**src/rtl/comar_pkg.sv**
```systemverilog
// Shared constants for the 2-share COMAR gadget sequencer: mask word width,
// share count, gadget latency and the split of r between the two gadget stages.
package comar_pkg;

  localparam int MASK_W     = 6;
  localparam int SHARES     = 2;
  localparam int GADGET_LAT = 2;

  localparam int R_STAGE1_LO = 0;
  localparam int R_STAGE1_HI = 1;
  localparam int R_STAGE2_LO = 2;
  localparam int R_STAGE2_HI = 5;

endpackage

```
**src/rtl/comar_mask_fifo.sv**
```systemverilog
// Synchronous DEPTH x MASK_W FIFO holding fresh-mask words; head is the word
// at the read pointer and is valid whenever empty is low.
module comar_mask_fifo
  import comar_pkg::*;
#(
  parameter int DEPTH = 4
) (
  input  logic              clk,
  input  logic              rst,
  input  logic              push,
  input  logic              pop,
  input  logic [MASK_W-1:0] din,
  output logic [MASK_W-1:0] head,
  output logic              full,
  output logic              empty
);

  localparam int AW = $clog2(DEPTH);
  localparam int CW = AW + 1;

  logic [MASK_W-1:0] mem [DEPTH];
  logic [AW-1:0]     wr_ptr;
  logic [AW-1:0]     rd_ptr;
  logic [CW-1:0]     count;
  logic              wr_en;
  logic              rd_en;

  assign full  = (count == CW'(DEPTH));
  assign empty = (count == '0);
  assign wr_en = push && !full;
  assign rd_en = pop && !empty;
  assign head  = mem[rd_ptr];

  always_ff @(posedge clk) begin
    if (rst) begin
      wr_ptr <= '0;
      rd_ptr <= '0;
      count  <= '0;
    end else begin
      if (wr_en) wr_ptr <= wr_ptr + AW'(1);
      if (rd_en) rd_ptr <= rd_ptr + AW'(1);
      case ({wr_en, rd_en})
        2'b10:   count <= count + CW'(1);
        2'b01:   count <= count - CW'(1);
        default: count <= count;
      endcase
    end
  end

  // Storage carries data only; validity is tracked by the pointers above.
  always_ff @(posedge clk) begin
    if (wr_en) mem[wr_ptr] <= din;
  end

endmodule

```
**src/rtl/comar_mask_scheduler.sv**
```systemverilog
// Issue sequencer and fresh-mask manager for one 2-share COMAR gadget with two
// register stages. Optional statistics counters: define COMAR_MASK_STATS_EN.
module comar_mask_scheduler
  import comar_pkg::*;
#(
  parameter int DEPTH     = 4,
  parameter int REUSE_MAX = 2,
  parameter int CNT_W     = 16
) (
  input  logic              clk,
  input  logic              rst,
  input  logic              rng_valid,
  input  logic [MASK_W-1:0] rng_data,
  output logic              rng_ready,
  input  logic              op_valid,
  output logic              op_ready,
  input  logic [SHARES-1:0] op_a,
  input  logic [SHARES-1:0] op_b,
  input  logic              op_common,
  output logic [SHARES-1:0] g_a,
  output logic [SHARES-1:0] g_b,
  output logic [MASK_W-1:0] g_r,
  output logic              g_common,
  input  logic [SHARES-1:0] g_c,
  output logic              res_valid,
  output logic [SHARES-1:0] res_c,
  output logic [CNT_W-1:0]  stall_cnt,
  output logic [CNT_W-1:0]  mask_cnt
);

  localparam int          R2_W       = R_STAGE2_HI - R_STAGE2_LO + 1;
  localparam logic [3:0]  REUSE_LAST = 4'(REUSE_MAX - 1);

  logic              fifo_full;
  logic              fifo_empty;
  logic [MASK_W-1:0] head;
  logic              push;
  logic              pop;
  logic              issue;
  logic [3:0]        reuse_cnt;

  logic              vld_p1;
  logic              vld_p2;
  logic [R2_W-1:0]   r_hi_p1;
  logic              common_p1;
  logic              common_p2;

  // Ready is never forwarded from a same-cycle pop; reset masks both handshakes.
  assign rng_ready = !fifo_full && !rst;
  assign op_ready  = !fifo_empty && !rst;
  assign push      = rng_valid && rng_ready;
  assign issue     = op_valid && op_ready;
  assign pop       = issue && (reuse_cnt == REUSE_LAST);

  comar_mask_fifo #(
    .DEPTH (DEPTH)
  ) u_fifo (
    .clk   (clk),
    .rst   (rst),
    .push  (push),
    .pop   (pop),
    .din   (rng_data),
    .head  (head),
    .full  (fifo_full),
    .empty (fifo_empty)
  );

  always_ff @(posedge clk) begin
    if (rst) begin
      reuse_cnt <= '0;
    end else if (issue) begin
      reuse_cnt <= pop ? 4'd0 : reuse_cnt + 4'd1;
    end
  end

  // Stage p0 -> p1: register the upper mask field of the issuing word and the
  // common share, so stage 2 of the gadget sees bits of the same word.
  always_ff @(posedge clk) begin
    if (rst) begin
      vld_p1    <= 1'b0;
      r_hi_p1   <= '0;
      common_p1 <= 1'b0;
    end else begin
      vld_p1    <= issue;
      r_hi_p1   <= issue ? head[R_STAGE2_HI:R_STAGE2_LO] : '0;
      common_p1 <= issue && op_common;
    end
  end

  // Stage p1 -> p2: result and common output share align with the gadget output.
  always_ff @(posedge clk) begin
    if (rst) begin
      vld_p2    <= 1'b0;
      common_p2 <= 1'b0;
    end else begin
      vld_p2    <= vld_p1;
      common_p2 <= common_p1;
    end
  end

  assign g_a       = issue ? op_a : '0;
  assign g_b       = issue ? op_b : '0;
  assign g_r       = {r_hi_p1, (issue ? head[R_STAGE1_HI:R_STAGE1_LO] : 2'b00)};
  assign g_common  = vld_p2 && common_p2;
  assign res_valid = vld_p2;
  assign res_c     = g_c;

`ifdef COMAR_MASK_STATS_EN
  function automatic logic [CNT_W-1:0] sat_inc(input logic [CNT_W-1:0] v);
    return (&v) ? v : v + CNT_W'(1);
  endfunction

  logic [CNT_W-1:0] stall_q;
  logic [CNT_W-1:0] mask_q;

  always_ff @(posedge clk) begin
    if (rst) begin
      stall_q <= '0;
      mask_q  <= '0;
    end else begin
      if (op_valid && !op_ready) stall_q <= sat_inc(stall_q);
      if (pop)                   mask_q  <= sat_inc(mask_q);
    end
  end

  assign stall_cnt = stall_q;
  assign mask_cnt  = mask_q;
`else
  assign stall_cnt = '0;
  assign mask_cnt  = '0;
`endif

endmodule

```
**config.mk**
```make
export PLATFORM = sky130hd
export DESIGN_NAME = comar_mask_scheduler
export DESIGN_NICKNAME = d
export VERILOG_FILES = /design/src/rtl/comar_pkg.sv /design/src/rtl/comar_mask_fifo.sv /design/src/rtl/comar_mask_scheduler.sv
export SDC_FILE = /design/constraint.sdc
export NUM_CORES = 1
export LEC_CHECK = 0
export CAP_MARGIN = 10
export CORE_ASPECT_RATIO = 1.1
export CORE_MARGIN = 2
export CORE_UTILIZATION = 42
export CTS_CLUSTER_DIAMETER = 60
export DETAILED_ROUTE_END_ITERATION = 6
export GPL_ROUTABILITY_DRIVEN = 0
export MAX_ROUTING_LAYER = met4
export PLACE_DENSITY = 0.76
export SETUP_SLACK_MARGIN = 0.2
export SYNTH_ARGS = -nofsm -noshare
export SYNTH_HDL_FRONTEND = slang
export SYNTH_SLANG_ARGS = --single-unit
```
**constraint.sdc**
```tcl
create_clock -name clk -period 2.45 [get_ports clk]
set_input_delay 0.3675 -clock clk [delete_from_list [all_inputs] [get_ports clk]]
set_output_delay 0.3675 -clock clk [all_outputs]
set_load 0.1 [all_outputs]
```
==> qor.txt <==
Place WS - -0.102 ns
Starting Density - 42.8%
#FFs+latches synth - 45
Die height - 78.4 microns
CTS HTree Levels - 2
Reg-to-reg endpoint - u_fifo.count[2]
Clock Skew - 0.00475 ns
Post-synth top area share - 34.1%
Hold Worst Slack - 0.439 ns
GRT Total Usage - 14.3%
Most common cell in the netlist - buf_4
Routed Antenna Nets - 0
Drt drc - 0
Status - completed
Fmax - 464 MHz
Post-synthesis cell type count - 35
Ranking of synthesized cells by area - edfxtp_1 (34%), dfxtp_1 (20%), buf_4 (12%)
Static Leak - 1.01 nW
Via count - 1,251
# diodes - 0
Bufs on Longest Clock Path - 2
1st-pass router iterations - 4
WP data required - 2.69 ns
Synth area leader - edfxtp_1
Fillers - 429
Final worst path period need - 2.16 ns
Hold Path Origin - vld_p1
Maxcap violations - 0
Core Util, Final - 51.9%
Mapped Area - 2110 sq um
CP Launch Type - flip-flop
Slew Viols, Final - 0
Yosys warnings - 0
Dominant synthesized flop cell - edfxtp_1
CTS root buf - clkbuf_8
WHS Path Cells - 1
WL final - 3570 microns
Port bufs - 28
Final nets - 231
Drt via density - 4.72
DP HPWL - 2520 microns
R2r startpoint - reuse_cnt[1]
Flop-to-flop setup slack - 0.29 ns
RSZ-0062 raised after global routing - true
Total Power - 1.68 mW
Kind of critical path - flip-flop to flip-flop
Final hold violation count - 0
Die area - 5610 sq um
I/O Pins - 65
Area growth syn-to-layout - 21.2%
Core area - 4930 sq um
Final WS setup - 0.293 ns
Pwr dens - 656 nW/um^2
Initial drt markers - 52
Multi-input gate area in the final layout - 796 sq um
Wirelength per Cell - 13.5 microns
Asr flop ratio synth - 0%
Total CTS buffers - 5
R2R depth - 11
Avg Cell Area, Syn - 12.4 sq um
Die width - 71.6 microns
Post-Place Cells - 254
EDFF count, synth - 24
Vias in the first global route - 1,194
First-pass GRT wire length - 5800 microns
Crit path max fanout - 3
Register Area - 1150 sq um
Clock Sinks - 45
Site Rows - 27
Data arrival, critical path - 2.40 ns
Post-synth top cells - buf_4 (34), edfxtp_1 (24), dfxtp_1 (21)
Clock Latency Late Sink - 0.30 ns
CP Capture Type - flip-flop
Layout cell share with drive strength beyond 1 - 24.6%
GRT overflow - 0
Peak supply drop - 326 uV
Antenna violations before repair - 0
Setup TNS - 0 ns
CTS clk-pin slew, worst paths - 0.08 ns
Non-Filler Instances - 265
Seq/Total Area, Yosys - 54.0%
CTS tree - done
Hold Crit Class - flip-flop to flip-flop
Sink of the worst hold path - res_valid
Pin count of the biggest net entering global routing - 16
Cell Area, Placed - 2420 sq um
Design area - 2560 sq um
Synthesized instance count - 170
Final setup viols - 0
Final period util - 88.0%
==> cells by family (layout without fill, tap and decap cells) <==
family	count (synthesis)	in the layout	share of synthesized area [%]
buf+inv	50	56	15.1
other cells	1	32	0.178
xor+xnor	2	2	0.830
compound gates	17	17	5.81
mux	8	8	7.58
fa+ha+maj	8	8	5.09
simple gates	39	39	11.4
flops	45	45	54.0
==> where the power goes <==
| group | internal, mW | switching, mW |
|---|---|---|
| Combinational | 0.0771 | 0.317 |
| Sequential | 0.817 | 0.0160 |
| Clock | 0.201 | 0.252 |
| Total | 1.10 | 0.585 |
==> metal layers <==
layer,share of wire (%),track usage (%)
met5,0,-
met4,2.2,7.36
met3,4.7,3.21
met2,54,25.1
met1,39,14.8
==> cell type report <==
type	count	area share (%)
flip-flops and latches	45	44.8
multi-input cells	106	31.1
repair buffers	38	16.4
clock buffers	6	2.83
well taps	58	2.83
inverters	10	1.47
clock inverters	2	0.587
==> worst max-delay path, stage by stage (launching register included) <==
cell     delay (ns)
dfxtp_2        0.33
inv_1          0.05
ha_2           0.16
nor3b_4        0.22
nand3_2        0.12
inv_2          0.06
ha_2           0.17
inv_1          0.05
fa_2           0.34
xor2_1         0.15
or3_1          0.32
a21oi_2        0.12
==> registers in the layout, summed over array words and instances (netlist names), named ones only <==
register,cells
r_hi_p1,4
res_valid,1
u_fifo.wr_ptr,2
common_p1,1
u_fifo.rd_ptr,2
u_fifo.mem,24
reuse_cnt,4
u_fifo.count,3
vld_p1,1
common_p2,1
==> worst max-delay path by stage <==
stage / start / end / depth (start not counted)
2_1_floorplan: rst / op_ready / 3
3_3_place_gp: op_valid / u_fifo.count[2] / 10
3_5_place_dp: op_valid / u_fifo.count[2] / 10
4_1_cts: reuse_cnt[1] / u_fifo.count[2] / 11
5_1_grt: reuse_cnt[1] / u_fifo.count[2] / 11
6_report: reuse_cnt[1] / u_fifo.count[2] / 11
==> cell usage in the layout (no fill, tap or decap), types with 5 or more instances in the layout <==
cell type,synthesis,layout
and3_1,11,11
clkbuf_8,0,5
buf_12,0,8
buf_4,34,16
ha_1,7,5
inv_1,10,9
nor2_1,7,7
clkdlybuf4s50_1,0,14
o21ai_0,5,5
edfxtp_1,24,24
mux4_2,6,6
and2_1,5,5
dfxtp_1,21,19
conb_1,1,32
==> timing repair <==
item / 4_1_cts / 5_1_grt
buffers inserted: 1 / 2
gates resized for setup: 3 / 7
endpoints found under the hold margin: 0 / 0
pin swaps: 1 / 2
endpoints found under the setup margin: 1 / 1
hold buffers: 0 / 0
Power figures use the tool's default switching activity.
